==> src/rtl/seg_pkg.sv <==
`default_nettype none
// ============================================================================
// Module      : seg_pkg
// Description : Shared BCD/7-segment constants and a digit-extraction helper,
//               used by the scan controller and the downstream decoder.
// Revision    : 1.0 - initial release
// ============================================================================
package seg_pkg;

   localparam int BCD_W      = 4;
   localparam int BCD_MAX    = 9;
   localparam int MAX_DIGITS = 8;
   localparam int PACK_W     = BCD_W * MAX_DIGITS;

   // Return BCD digit idx (0 = least significant) of a packed digit vector.
   function automatic logic [BCD_W-1:0] get_digit(input logic [PACK_W-1:0] vec,
                                                  input int idx);
      return vec[idx*BCD_W +: BCD_W];
   endfunction

endpackage
`default_nettype wire

==> src/rtl/seg_scan_ctrl_if.sv <==
`default_nettype none
// ============================================================================
// Module      : seg_scan_ctrl_if
// Description : Load/display bundle between a digit source (master) and the
//               scan controller (slave).
// Revision    : 1.0 - initial release
// ============================================================================
interface seg_scan_ctrl_if
   import seg_pkg::*;
#(
   parameter int NUM_DIGITS = 4
);

   logic                          load;
   logic [BCD_W*NUM_DIGITS-1:0]   digits_in;
   logic                          blank_lz;
   logic [BCD_W-1:0]              bcd_out;
   logic [NUM_DIGITS-1:0]         digit_en;
   logic                          blank;
   logic                          err;
   logic                          frame_start;
   logic                          pending;

   modport master (
      output load, digits_in, blank_lz,
      input  bcd_out, digit_en, blank, err, frame_start, pending
   );

   modport slave (
      input  load, digits_in, blank_lz,
      output bcd_out, digit_en, blank, err, frame_start, pending
   );

endinterface
`default_nettype wire

==> src/rtl/seg_tick_gen.sv <==
`default_nettype none
// ============================================================================
// Module      : seg_tick_gen
// Description : Free-running prescaler; tick is high for the last cycle of
//               every REFRESH_DIV-cycle period.
// Revision    : 1.0 - initial release
// ============================================================================
module seg_tick_gen #(
   parameter int REFRESH_DIV = 50000
) (
   input  wire logic clk,
   input  wire logic rst,
   output logic      tick
);

   localparam int                CNT_W  = (REFRESH_DIV > 2) ? $clog2(REFRESH_DIV) : 1;
   localparam logic [CNT_W-1:0]  C_LAST = CNT_W'(REFRESH_DIV - 1);

   logic [CNT_W-1:0] r_count;

   // Count 0..REFRESH_DIV-1 and wrap.
   always_ff @(posedge clk or posedge rst) begin
      if (rst) begin
         r_count <= '0;
      end else if (r_count == C_LAST) begin
         r_count <= '0;
      end else begin
         r_count <= r_count + 1'b1;
      end
   end

   assign tick = (r_count == C_LAST);

endmodule
`default_nettype wire

==> src/rtl/seg_scan_ctrl.sv <==
`default_nettype none
// ============================================================================
// Module      : seg_scan_ctrl
// Description : Multiplexed-display scan controller. Buffers a packed BCD
//               value, scans one digit per refresh slot with one-hot enables,
//               leading-zero blanking and frame-synchronous commit of loads.
// Revision    : 1.0 - initial release
// ============================================================================
module seg_scan_ctrl
   import seg_pkg::*;
#(
   parameter int NUM_DIGITS  = 4,
   parameter int REFRESH_DIV = 50000
) (
   input  wire logic       clk,
   input  wire logic       rst,
   seg_scan_ctrl_if.slave  bus
);

   localparam int                IDX_W      = (NUM_DIGITS > 2) ? $clog2(NUM_DIGITS) : 1;
   localparam int                DISP_W     = BCD_W * NUM_DIGITS;
   localparam logic [IDX_W-1:0]  C_LAST_IDX = IDX_W'(NUM_DIGITS - 1);

   logic                  w_tick;
   logic                  w_frame_edge;
   logic [IDX_W-1:0]      w_next_index;
   logic [DISP_W-1:0]     w_next_display;
   logic [BCD_W-1:0]      w_next_digit;
   logic                  w_upper_nonzero;
   logic                  w_next_err;
   logic                  w_next_blank;

   logic [IDX_W-1:0]      r_index;
   logic [DISP_W-1:0]     r_shadow;
   logic [DISP_W-1:0]     r_display;
   logic                  r_pending;
   logic [BCD_W-1:0]      r_bcd_out;
   logic [NUM_DIGITS-1:0] r_digit_en;
   logic                  r_blank;
   logic                  r_err;
   logic                  r_frame_start;

   seg_tick_gen #(
      .REFRESH_DIV (REFRESH_DIV)
   ) u_tick_gen (
      .clk  (clk),
      .rst  (rst),
      .tick (w_tick)
   );

   // Next slot index, post-commit display contents and the slot's outputs.
   always_comb begin
      w_frame_edge    = w_tick && (r_index == C_LAST_IDX);
      w_next_index    = (r_index == C_LAST_IDX) ? '0 : r_index + 1'b1;
      w_next_display  = r_display;
      if (w_frame_edge) begin
         // A load landing on the boundary goes straight to the display.
         if (bus.load) begin
            w_next_display = bus.digits_in;
         end else if (r_pending) begin
            w_next_display = r_shadow;
         end
      end
      w_next_digit    = get_digit(PACK_W'(w_next_display), int'(w_next_index));
      w_upper_nonzero = 1'b0;
      for (int i = 0; i < NUM_DIGITS; i++) begin
         if ((i >= int'(w_next_index)) &&
             (get_digit(PACK_W'(w_next_display), i) != '0)) begin
            w_upper_nonzero = 1'b1;
         end
      end
      w_next_err   = (w_next_digit > BCD_W'(BCD_MAX));
      // Digit 0 is exempt so an all-zero value still shows one "0".
      w_next_blank = w_next_err ||
                     (bus.blank_lz && (w_next_index != '0) && !w_upper_nonzero);
   end

   // Slot advance, load buffering/commit and registered outputs.
   always_ff @(posedge clk or posedge rst) begin
      if (rst) begin
         r_index       <= C_LAST_IDX;
         r_shadow      <= '0;
         r_display     <= '0;
         r_pending     <= 1'b0;
         r_bcd_out     <= '0;
         r_digit_en    <= '0;
         r_blank       <= 1'b1;
         r_err         <= 1'b0;
         r_frame_start <= 1'b0;
      end else begin
         r_frame_start <= 1'b0;
         if (w_tick) begin
            r_index       <= w_next_index;
            r_display     <= w_next_display;
            r_bcd_out     <= w_next_digit;
            r_digit_en    <= NUM_DIGITS'(1) << w_next_index;
            r_blank       <= w_next_blank;
            r_err         <= w_next_err;
            r_frame_start <= w_frame_edge;
         end
         if (bus.load) begin
            r_shadow  <= bus.digits_in;
            r_pending <= !w_frame_edge;
         end else if (w_frame_edge) begin
            r_pending <= 1'b0;
         end
      end
   end

   assign bus.bcd_out     = r_bcd_out;
   assign bus.digit_en    = r_digit_en;
   assign bus.blank       = r_blank;
   assign bus.err         = r_err;
   assign bus.frame_start = r_frame_start;
   assign bus.pending     = r_pending;

endmodule
`default_nettype wire

==> src/flat_wrapper.sv <==
// flat-port wrapper written by rule: the top's interface ports become plain ports
module seg_scan_ctrl_flat import seg_pkg::*;
#(
   parameter int NUM_DIGITS  = 4,
   parameter int REFRESH_DIV = 50000
)
  (clk, rst, bus_load, bus_digits_in, bus_blank_lz, bus_bcd_out, bus_digit_en, bus_blank, bus_err, bus_frame_start, bus_pending);
  seg_scan_ctrl_if #(.NUM_DIGITS(NUM_DIGITS)) bus_i ();
  input  wire logic clk;
  input  wire logic rst;
  input wire logic [$bits(bus_i.load)-1:0] bus_load;
  input wire logic [$bits(bus_i.digits_in)-1:0] bus_digits_in;
  input wire logic [$bits(bus_i.blank_lz)-1:0] bus_blank_lz;
  output wire logic [$bits(bus_i.bcd_out)-1:0] bus_bcd_out;
  output wire logic [$bits(bus_i.digit_en)-1:0] bus_digit_en;
  output wire logic [$bits(bus_i.blank)-1:0] bus_blank;
  output wire logic [$bits(bus_i.err)-1:0] bus_err;
  output wire logic [$bits(bus_i.frame_start)-1:0] bus_frame_start;
  output wire logic [$bits(bus_i.pending)-1:0] bus_pending;
  assign bus_i.load = bus_load;
  assign bus_i.digits_in = bus_digits_in;
  assign bus_i.blank_lz = bus_blank_lz;
  assign bus_bcd_out = bus_i.bcd_out;
  assign bus_digit_en = bus_i.digit_en;
  assign bus_blank = bus_i.blank;
  assign bus_err = bus_i.err;
  assign bus_frame_start = bus_i.frame_start;
  assign bus_pending = bus_i.pending;
  seg_scan_ctrl #(.NUM_DIGITS(NUM_DIGITS), .REFRESH_DIV(REFRESH_DIV)) u_core (.clk(clk), .rst(rst), .bus(bus_i));
endmodule
==> config.mk <==
export PLATFORM = sky130hd
export DESIGN_NAME = seg_scan_ctrl_flat
export DESIGN_NICKNAME = d
export VERILOG_FILES = /design/src/rtl/seg_pkg.sv /design/src/rtl/seg_scan_ctrl_if.sv /design/src/rtl/seg_tick_gen.sv /design/src/rtl/seg_scan_ctrl.sv /design/src/flat_wrapper.sv
export SDC_FILE = /design/constraint.sdc
export NUM_CORES = 1
export LEC_CHECK = 0
export BUFFER_PORTS_ARGS = -buffer_cell sky130_fd_sc_hd__buf_4
export CAP_MARGIN = 20
export CORE_MARGIN = 3
export CORE_UTILIZATION = 35
export DETAILED_ROUTE_END_ITERATION = 8
export PLACE_DENSITY = 0.57
export SLEW_MARGIN = 20
export SYNTH_ARGS = -nofsm -noshare
export SYNTH_HDL_FRONTEND = slang
export SYNTH_SLANG_ARGS = --single-unit
==> constraint.sdc <==
create_clock -name clk -period 2.41 [get_ports clk]
set_clock_uncertainty 0.1 [all_clocks]
set_input_delay 0.6025 -clock clk [delete_from_list [all_inputs] [get_ports clk]]
set_output_delay 0.6025 -clock clk [all_outputs]
set_load 0.01 [all_outputs]
Word level (Yosys, flattened, before mapping) --
Cells that the tools add are included.
Cells by class: $add $sub $neg 2, multiply operators 0, div/mod/pow operators 0, order comparisons 4, equal/unequal tests 2, shift-type cells 2, muxes and demuxes 12, bitwise logic cells 0, reductions and logical operators 15
Operators with widths (number):
- $mux 16 | 4
- $shiftx 32x5->4 | 1
- $add 16x1->16 const B | 1
- $eq 16x16->1 const B | 1
- $reduce_bool 4->1 | 4
- $mux 1 | 7
- $logic_and 1x1->1 | 6
- $ge 1x2->1 const A | 2
- $gt 4x4->1 const B | 1
- $reduce_bool 2->1 | 2
- $shl 1x2->4 const A | 1
- $add 2x1->2 const B | 1
- $eq 2x2->1 const B | 1
- $ge 2x2->1 const A | 1
- $logic_not 1->1 | 2
- $mux 2 | 1
- $logic_or 1x1->1 | 1
Word-level totals: register bits after elaboration 62, bits in latches 0, bits in writable memories 0, ROM bits 0, input bits 20, word-level logic and storage cells 47, memories 0

Logic depth before layout (Yosys ltp) --
Gate-level depths: netlist of run 1.
depth in word-level cells 12, depth in mapped cells 10, depth with buffers taken out 9

Cells and area by module --
A second synthesis of run 1 with hierarchy kept.
Second synthesis, totals: cell total of the unflattened synthesis 274, area total of the unflattened synthesis 2984.1 µm²
By module, submodules not included:
- seg_scan_ctrl | times used 1, cells an instance 206, area an instance 2227.1 µm², sequential area each 1154.9 µm²
- seg_tick_gen | times used 1, cells an instance 68, area an instance 757.0 µm², sequential area each 400.4 µm²

Least setup slack after synthesis of run 1 --
OpenSTA, ideal clock, no wires.
path type register to register, from register u_core.r_index[0], to register u_core.r_blank (netlist: u_core.bus.blank), library setup time 64 ps, data arrival time 2266 ps, data required time 2246 ps, slack -20 ps, stages on the path, launching flop included 10, period minus slack after synthesis 2430 ps, path through dfstp_2 -> ha_1 -> and4_1 -> nand4_2 -> buf_6 -> or4_4 -> o211ai_2 -> o21ai_2 -> a221o_1 -> nand3_1
On the way: word-level cells in the longest chain between the ends 12, elaborated cells between the ends (all ways) 26
RTL lines:
- from (decl) | line seg_scan_ctrl.sv:33 | logic [IDX_W-1:0] r_index;
- from (signal assigned) | line seg_scan_ctrl.sv:93 | r_index <= w_next_index;
- parallel branches: the longest is 11 deep, another holds $gt 4x4->1
- $logic_or 1x1->1 (*) | line seg_scan_ctrl.sv:74 | w_next_blank = w_next_err ||
- to (signal assigned) | line seg_scan_ctrl.sv:97 | r_blank <= w_next_blank;
- to (decl) | line seg_scan_ctrl.sv:39 | logic r_blank;
Mark *: on every way between the ends. A chain may end at the register's enable or synchronous reset.

Final worst setup path of run 1 --
Same ends and word-level chain as after synthesis.

==> flow_summary.json, run 1 <==
{
  "avgSynthCellArea_um2": 10.9,
  "arrival_ns": 2.58,
  "drc_errors": 0,
  "holdWs_ns": 0.221,
  "num_antenna_cells": 0,
  "path_class": "register to register",
  "wl_met3_um": 231,
  "reg2reg_to": "u_core.bus.blank$_DFFE_PP1N_",
  "numCtsBuffers": 9,
  "synth-main-ff-cell": "dfrtp_1",
  "slowest_delay_ns": 0.56,
  "antenna_found_initial": 0,
  "routed_via_density": 4.89,
  "p_total_mw": 2.09,
  "track_usage_pct": 14.9,
  "grt_max_degree": 63,
  "die-area_um2": 9320,
  "slew_headroom_pct": 64.0,
  "io_buffers": 31,
  "gr-total-overflow": 0,
  "clk_pin_slew_worst_paths_ns": 0.07,
  "final_cell_mix": "buf_4, dfrtp_1, nand2_1, nor2_1",
  "die_x_um": 96.5,
  "r2r_start": "u_core.r_index[0]$_DFFE_PP1N_",
  "initial_core_util_pct": 36.5,
  "path_cells": "ha_4, and4_4, nand4_4, or4_4, o211ai_1, o21ai_1, a221o_1, nand3_1",
  "finalCoreUtilization_pct": 48.2,
  "rows": 32,
  "wl_per_cell_um": 14.5,
  "ys_types": 48,
  "via_count": 2135,
  "syn_area_um2": 2870,
  "post-dp-hpwl_um": 4710,
  "drt_iter0_drc": 65,
  "r2r_slack_ns": 0.02,
  "path_delay_family": "simple AND/OR/NAND/NOR gates",
  "status": "finished clean",
  "clkLatencyLatePin_ns": 0.35,
  "cts_hold_buffers": 0,
  "fmaxAchievable_mhz": 418,
  "final_common_cell": "buf_4",
  "finalSetupViolations": 0,
  "endpoint_kind": "register",
  "clock_path_buffers": 2,
  "met1_length_um": 3220,
  "wl_um": 6350,
  "top_layer": "met4",
  "rsz0062_at_grt": "yes",
  "wl_met2_um": 2770,
  "power.leakage_nw": 1.83,
  "startpoint_type": "register",
  "worst_ep_required_time_ns": 2.60,
  "ant_nets": 0,
  "finalCriticalPeriod_ns": 2.39,
  "timing.final.crit_share_pct": 99.3,
  "synth_seq_cells": 62,
  "yosysSeqAreaShare_pct": 54.2,
  "dp_worst_setup_slack_ns": -0.243,
  "first_global_vias": 2119,
  "cts-root-buf": "clkbuf_8",
  "cap_violations": 0,
  "syn_inst": 262,
  "grt_pass1_wl_um": 10400,
  "r2r_cells": 8,
  "area.growth.synth_to_final_pct": 32.0,
  "fin_ws_ns": 0.0178,
  "drt_first_pass_iters": 4,
  "cts_max_level": 3,
  "async_reset_ff_share_pct": 100,
  "clock-sinks": 62,
  "dieHeight_um": 96.5,
  "yosysWarnings": 0,
  "hold_viol": 0,
  "place_congestion": 0.782,
  "cp_max_fo": 6,
  "worst_slew_pin_slew_ns": 0.538,
  "cts_tree": "yes",
  "vdd_drop_max_uv": 242,
  "worst_path_max_delay_cell": "or4_4",
  "final_nets": 358,
  "synth-edff-count": 0,
  "crit_buf_inv": 0,
  "core_area_um2": 7850,
  "synth.net_count": 288,
  "hold_class": "input port to asynchronous set/reset pin",
  "drv_slew": 0,
  "drive_gt1_share_pct": 37.0,
  "pin_count": 32,
  "powerDensity_nw_per_um2": 552
}
==> cells by family after synthesis <==
kind of cell,Yosys count,synth area share [%]
compound gates,45,10.7
mux,23,9.03
xor+xnor,13,3.97
buf+inv,24,3.62
flops,62,54.2
fa+ha+maj,6,2.62
simple gates,89,15.8
==> through the flow <==
step                      area [um^2]  setup TNS [ns]  instances
after CTS                        3690         -0.0307        436
after detailed placement         3480          -0.342        421
after global placement           3480         -0.0775        421
after floorplan                  2880               0        262
after global routing             3780          -0.203        437
final                            3780               0        437
==> timing repair <==
action / CTS / global route
buffers inserted: 1 / 1
setup endpoints to repair: 3 / 6
gates resized for setup: 8 / 21
pin swaps: 5 / 9
==> registers in the layout, indices dropped and copies added (netlist names) <==
signal	count
u_core.bus.err	1
u_core.bus.digit_en	4
u_core.bus.bcd_out	4
u_core.u_tick_gen.r_count	16
u_core.r_display	16
u_core.bus.blank	1
u_core.bus.frame_start	1
u_core.r_shadow	16
u_core.bus.pending	1
u_core.r_index	2
==> synthesized netlist by cell type, types with 2 or more instances <==
library cell,count,area (um^2)
xnor2_1,4,35.0
o211ai_1,2,15.0
inv_1,10,37.5
nor2b_1,3,18.8
a21o_1,4,30.0
dfstp_2,3,78.8
mux2_2,13,146
nand2_1,37,139
and2_1,2,12.5
nor2_1,17,63.8
and3_1,5,31.3
ha_1,6,75.1
or4_1,2,15.0
xor2_1,9,78.8
dfrtp_1,59,1480
nand3_1,12,60.1
o21ai_0,12,60.1
a21oi_1,9,45.0
mux2i_1,9,90.1
o22a_1,3,26.3
a32oi_1,3,26.3
clkbuf_1,7,26.3
buf_2,5,25.0
a211oi_1,2,15.0
==> per-layer routing <==
metal	up-vias	GRT usage [%]
met4	0	5.61
met2	34	21.9
li1	1051	-
met1	1038	21.0
met5	-	0
met3	12	3.80
==> worst max path at each step <==
stage,from,end,slack (ns),cells after the start
after floorplan,u_core.r_index[0]$_DFFE_PP1N_,u_core.bus.blank$_DFFE_PP1N_,0.03,9
after global placement,u_core.u_tick_gen.r_count[0]$_DFF_PP0_,u_core.bus.blank$_DFFE_PP1N_,-0.08,10
after detailed placement,u_core.r_index[0]$_DFFE_PP1N_,u_core.bus.blank$_DFFE_PP1N_,-0.24,9
after CTS,u_core.r_index[0]$_DFFE_PP1N_,u_core.bus.err$_DFFE_PP0N_,-0.02,8
after global routing,u_core.r_index[0]$_DFFE_PP1N_,u_core.bus.blank$_DFFE_PP1N_,-0.1,8
final,u_core.r_index[0]$_DFFE_PP1N_,u_core.bus.blank$_DFFE_PP1N_,0.02,8
==> power breakdown <==
group / switching [mW] / total, mW / internal (mW)
sequential: 0.0130 / 1.09 / 1.07
clock: 0.388 / 0.854 / 0.466
combinational: 0.0733 / 0.147 / 0.0734
==> layout make-up <==
type / count / area (um^2)
fillers: 747 / 4060
flip-flops and latches: 62 / 1560
multi-input cells: 176 / 1330
repair buffers: 72 / 561
clock buffers: 12 / 135
well taps: 102 / 128
inverters: 11 / 41.3
clock inverters: 2 / 35.0
==> worst register-to-register path: cells and delay by family (launching register included) <==
kind / cells / cell delay (ns)
AND/OR/NAND/NOR: 4 / 1.01
flip-flops: 1 / 0.55
adder cells (fa/ha/maj): 1 / 0.13
AO/OA/AOI/OAI: 3 / 0.55
Power figures use the tool's default switching activity.
==> run 2: changes to the inputs <==
ABC_AREA = 1   (was unset)
==> run 2 against run 1 <==
Largest cell class unchanged. Synthesized area rose by 17%. Worst hold slack improved by 0.0093 ns. Clock power fell by 6.0%. Global-route usage rose by 1.3 points. Combinational power fell by 14%. Clock-buffer cell count fell by 1. Flip-flop and latch count did not move. Register-to-register slack improved by 0.30 ns. Maximum frequency rose by 14%. Highest routed layer unchanged.
==> flow_summary.json, run 2 <==
{
  "status": "finished clean",
  "final_nets": 515,
  "avgSynthCellArea_um2": 7.42,
  "clk_pin_slew_worst_paths_ns": 0.07,
  "synth-edff-count": 0,
  "timing.final.crit_share_pct": 86.9,
  "final_cell_mix": "nand2_1, dfrtp_1, inv_1, nor2_1, buf_4",
  "cts_setup_buffers": 0,
  "antenna_found_initial": 0,
  "cts_max_level": 3,
  "synth.net_count": 477,
  "drive_gt1_share_pct": 17.4,
  "rows": 35,
  "setup_tns_ns": 0,
  "rsz0062_at_grt": "no",
  "num_antenna_cells": 0,
  "synth_seq_cells": 62,
  "wl_um": 7950,
  "clock-sinks": 62,
  "arrival_ns": 2.26,
  "gr-total-overflow": 0,
  "synth_top_area_share_pct": 44.1,
  "cts-root-buf": "clkbuf_8",
  "cts_resized": 0,
  "fmaxAchievable_mhz": 478,
  "top_regs": "u_core.r_display (16), u_core.r_shadow (16), u_core.u_tick_gen.r_count (16)",
  "place_congestion": 0.781,
  "track_usage_pct": 16.1,
  "routed_via_density": 4.63,
  "core_area_um2": 9280,
  "ys_types": 33,
  "area.growth.synth_to_final_pct": 17.3,
  "ant_nets": 0,
  "cts_tree": "yes",
  "hold_class": "input port to asynchronous set/reset pin",
  "numCtsBuffers": 9,
  "syn_inst": 451,
  "vdd_drop_max_uv": 394,
  "cap_violations": 0,
  "syn_area_um2": 3350,
  "initial_core_util_pct": 36.1,
  "ys_top_cells_by_count": "nand2_1, dfrtp_1, inv_1",
  "first_global_vias": 2996,
  "grt-busiest-layer": "met2",
  "drt_iter0_drc": 99,
  "met3_usage_pct": 2.99,
  "yosysSeqAreaShare_pct": 46.5,
  "yosysWarnings": 0,
  "startpoint_type": "register",
  "dp_cells": 607,
  "endpoint_kind": "register",
  "finalSetupViolations": 0,
  "nFillCells": 993,
  "drv_slew": 0,
  "drt_first_pass_iters": 4,
  "finalCriticalPeriod_ns": 2.09,
  "pin_count": 32,
  "cts_hold_buffers": 0,
  "clock_path_buffers": 2,
  "worst_slew_pin_slew_ns": 0.455,
  "die-area_um2": 10800,
  "path_class": "register to register",
  "use_met2_pct": 26.4,
  "synth_area_leaders": "dfrtp_1, nand2_1, inv_1",
  "cp_max_fo": 10,
  "slew_headroom_pct": 69.6,
  "die_x_um": 104,
  "hold_viol": 0,
  "drc_errors": 0,
  "dieHeight_um": 104,
  "power.leakage_nw": 2.06,
  "clkLatencyLatePin_ns": 0.34,
  "worst_ep_required_time_ns": 2.58,
  "via_count": 2884,
  "async_reset_ff_share_pct": 100,
  "io_buffers": 31,
  "grt_use_met1_pct": 20.7,
  "wl_per_cell_um": 12.8,
  "yosysMostFrequentCell": "nand2_1",
  "post-dp-hpwl_um": 5700,
  "yosysTopAreaCell": "dfrtp_1",
  "fin_cells": 623,
  "powerDensity_nw_per_um2": 511,
  "synth-main-ff-cell": "dfrtp_1",
  "grt_max_degree": 63,
  "final_common_cell": "nand2_1",
  "grt_pass1_wl_um": 14200
}
[run 2: changes by cell type after synthesis, moves of 4 or more]
cell     change
inv_1       +37
nand3_1     +18
mux2_2      -13
a21o_1       -4
nand2_2      +9
xor2_1       -5
and3_1       -5
o21ai_0     +14
xnor2_1      -4
mux2i_1      -9
nand2_1    +134
nor2_1      +22
inv_2        +6
[run 2: final timing paths]
path | startpoint | end | slack, ns | cells past startpoint
min in group clk | u_core.r_shadow[5]$_DFFE_PP0P_ | u_core.r_shadow[5]$_DFFE_PP0P_ | 0.36 | 2
max in group asynchronous | rst | u_core.r_index[0]$_DFFE_PP1N_ | 1.67 | 3
worst min-delay path | rst | u_core.r_shadow[11]$_DFFE_PP0P_ | 0.23 | 3
worst max-delay path | u_core.r_index[0]$_DFFE_PP1N_ | u_core.bus.blank$_DFFE_PP1N_ | 0.32 | 10
worst min register to register | u_core.r_shadow[5]$_DFFE_PP0P_ | u_core.r_shadow[5]$_DFFE_PP0P_ | 0.36 | 2
worst max register to register | u_core.r_index[0]$_DFFE_PP1N_ | u_core.bus.blank$_DFFE_PP1N_ | 0.32 | 10
[run 2: power breakdown]
| group | switching (mW) | internal (mW) | total [mW] |
|---|---|---|---|
| Clock | 0.411 | 0.392 | 0.803 |
| Combinational | 0.0740 | 0.0534 | 0.127 |
| Sequential | 0.0117 | 1.06 | 1.08 |
| Total | 0.496 | 1.51 | 2.01 |
[run 2: cells by family (layout without fill, tap and decap cells)]
family / count (synthesis) / in the layout / synth area share, %
adders and majority gates: 6 / 6 / 2.24
DFF: 62 / 62 / 46.5
and+or+nand+nor: 268 / 268 / 35.1
xor gates and xnor gates: 4 / 4 / 1.05
buffers and inverters: 67 / 110 / 7.93
AOI/OAI and AO/OA: 44 / 44 / 7.21
[run 2: critical path: stages (launching register included)]
cell,delay (ns)
dfstp_2,0.58
ha_1,0.30
inv_1,0.23
nor2_8,0.25
nand2_1,0.07
nand2_1,0.12
nor2_1,0.05
nand2_1,0.08
nand2_1,0.06
nand3_1,0.08
nand3_1,0.09
[run 2: per-stage QoR]
stage / area, um^2 / power [mW] / setup WS (ns) / util [%] / hold slack (ns)
after floorplan: 3350 / 1.17 / 0.171 / - / 0.332
after global placement: 3760 / 1.22 / 0.318 / 40.5 / 0.343
after detailed placement: 3760 / 1.23 / 0.308 / 40.5 / 0.353
after CTS: 3930 / 2.04 / 0.318 / 42.3 / 0.232
after global routing: 3930 / 2.09 / 0.0940 / 42.3 / 0.257
final: 3930 / 2.01 / 0.317 / 42.3 / 0.230
[run 2: metal layers]
layer / wire (um) / share of wire [%] / vias to the layer above
li1: - / - / 1474
met1: 3920 / 49 / 1353
met2: 3620 / 46 / 42
met3: 231 / 2.9 / 15
met4: 183 / 2.3 / 0
met5: 0 / 0 / -
[run 2: cell type report]
cell class	count	area, um^2	share of cell area (%)
Tap cell	129	161	4.11
Timing Repair Buffer	40	313	7.97
Clock inverter	5	25.0	0.638
Sequential cell	62	1560	39.6
Inverter	54	203	5.16
Clock buffer	11	141	3.60
Multi-Input combinational cell	322	1530	38.9
==> run 3: changes to the inputs <==
CTS_BUF_LIST = sky130_fd_sc_hd__clkbuf_16   (was unset)
==> run 3 against run 2 <==
Sequential share of layout area shrank 0.90 points. Routed wire length up 0.65%. Via count grew 0.28%. Clock-buffer cell count is 2 lower. Flip-flop and latch count is the same. Combinational power barely moved. Register-to-register slack worse by 0.02 ns. Die area stayed put. Highest routed layer unchanged.
==> flow_summary.json, run 3 (same netlist as run 2, synthesis figures left out) <==
{
  "status": "finished clean",
  "worst_path_max_delay_cell": "dfstp_2",
  "routed_via_density": 4.64,
  "cts_tree": "yes",
  "num_antenna_cells": 0,
  "timing.final.crit_share_pct": 87.9,
  "finalCoreUtilization_pct": 43.3,
  "drc_errors": 0,
  "io_buffers": 31,
  "via_count": 2892,
  "finalSetupViolations": 0,
  "slowest_delay_ns": 0.57,
  "initial_core_util_pct": 36.1,
  "cts_max_level": 3,
  "rows": 35,
  "die_x_um": 104,
  "r2r_start": "u_core.r_index[1]$_DFFE_PP1N_",
  "pin_count": 32,
  "vdd_drop_max_uv": 323,
  "track_usage_pct": 16.2,
  "path_cells": "ha_1, inv_1, nor2_8, nand2_1, nand2_1, nor2_1, nand2_1, nand2_1, nand3_1, nand3_1",
  "drt_first_pass_iters": 4,
  "p_total_mw": 2.33,
  "path_class": "register to register",
  "cts_setup_buffers": 0,
  "cts_hold_buffers": 0,
  "antenna_found_initial": 0,
  "rsz0062_at_grt": "no",
  "arrival_ns": 2.26,
  "numCtsBuffers": 9,
  "core_area_um2": 9280,
  "wl_per_cell_um": 12.8,
  "dieHeight_um": 104,
  "drv_slew": 0,
  "gr-total-overflow": 0,
  "endpoint_kind": "register",
  "powerDensity_nw_per_um2": 581,
  "power.leakage_nw": 2.11,
  "place_congestion": 0.781,
  "slew_headroom_pct": 70.2,
  "grt_pass1_wl_um": 14300,
  "cts_resized": 0,
  "startpoint_type": "register",
  "ant_nets": 0,
  "die-area_um2": 10800,
  "cts-root-buf": "clkbuf_16",
  "hold_viol": 0,
  "final_nets": 515,
  "final_common_cell": "nand2_1",
  "top_regs": "u_core.r_display (16), u_core.r_shadow (16), u_core.u_tick_gen.r_count (16)",
  "reg2reg_to": "u_core.bus.blank$_DFFE_PP1N_",
  "worst_slew_pin_slew_ns": 0.446,
  "drive_gt1_share_pct": 17.2,
  "clock_path_buffers": 2,
  "drt_iter0_drc": 121,
  "wl_um": 8000,
  "r2r_slack_ns": 0.29,
  "first_global_vias": 2990,
  "crit_path_frequent_cell": "nand2_1",
  "final_cell_mix": "nand2_1, dfrtp_1, inv_1, nor2_1, buf_4",
  "path_delay_family": "simple AND/OR/NAND/NOR gates",
  "area.growth.synth_to_final_pct": 20.0,
  "cp_max_fo": 10,
  "r2r_cells": 10,
  "post-dp-hpwl_um": 5700,
  "clkLatencyLatePin_ns": 0.32,
  "clk_pin_slew_worst_paths_ns": 0.05,
  "setup_tns_ns": 0,
  "hold_class": "input port to asynchronous set/reset pin",
  "grt_max_degree": 63,
  "clock-sinks": 62,
  "cap_violations": 0,
  "fmaxAchievable_mhz": 472,
  "worst_ep_required_time_ns": 2.56,
  "crit_buf_inv": 1,
  "finalCriticalPeriod_ns": 2.12
}
-- run 3: cell types whose count changed in the layout (fill, tap and decap cells not counted) --
cell / before / now
clkbuf_8: 10 / 0
clkbuf_16: 0 / 9
clkbuf_1: 1 / 0
clkinv_1: 1 / 2
inv_1: 46 / 47
-- run 3: metal layers --
| layer | vias to the layer above | share of wire (%) | global-route usage [%] |
|---|---|---|---|
| li1 | 1477 | - | - |
| met1 | 1364 | 49 | 21.0 |
| met2 | 44 | 47 | 27.2 |
| met3 | 7 | 3.0 | 2.74 |
| met4 | 0 | 1.2 | 5.89 |
| met5 | - | 0 | 0 |
-- run 3: power breakdown --
part | leakage [nW] | internal, mW | total [mW] | switching [mW]
logic | 1.25 | 0.0534 | 0.128 | 0.0745
registers | 0.717 | 1.07 | 1.08 | 0.0118
clock network | 0.137 | 0.677 | 1.13 | 0.449
total | 2.11 | 1.80 | 2.33 | 0.535
-- run 3: cell type report --
type,instances,area [um^2]
clock buffers,9,225
clock inverters,7,32.5
fillers,979,5270
inverters,54,203
multi-input cells,322,1530
flip-flops and latches,62,1560
well taps,129,161
repair buffers,40,313
-- run 3: worst max-delay path by stage --
stage / slack, ns / to / startpoint / cells after the start
2_1_floorplan: 0.17 / u_core.bus.bcd_out[0]$_DFFE_PP0N_ / rst / 1
3_3_place_gp: 0.32 / u_core.bus.blank$_DFFE_PP1N_ / bus_load / 11
3_5_place_dp: 0.31 / u_core.bus.blank$_DFFE_PP1N_ / bus_load / 11
4_1_cts: 0.32 / u_core.bus.blank$_DFFE_PP1N_ / u_core.r_index[0]$_DFFE_PP1N_ / 10
5_1_grt: 0.09 / u_core.u_tick_gen.r_count[14]$_DFF_PP0_ / u_core.u_tick_gen.r_count[0]$_DFF_PP0_ / 8
6_report: 0.29 / u_core.bus.blank$_DFFE_PP1N_ / u_core.r_index[1]$_DFFE_PP1N_ / 10
-- run 3: metrics by stage --
step | setup WS, ns | hold slack, ns | cells | area [um^2]
after floorplan | 0.171 | 0.332 | 451 | 3350
after global placement | 0.318 | 0.343 | 607 | 3760
after detailed placement | 0.308 | 0.353 | 607 | 3760
after CTS | 0.318 | 0.271 | 623 | 4020
after global routing | 0.0941 | 0.287 | 623 | 4020
final | 0.293 | 0.261 | 623 | 4020
-- run 3: worst min-delay path: stages --
cell	delay, ns
buf_4	0.11
inv_2	0.06
buf_12	0.30
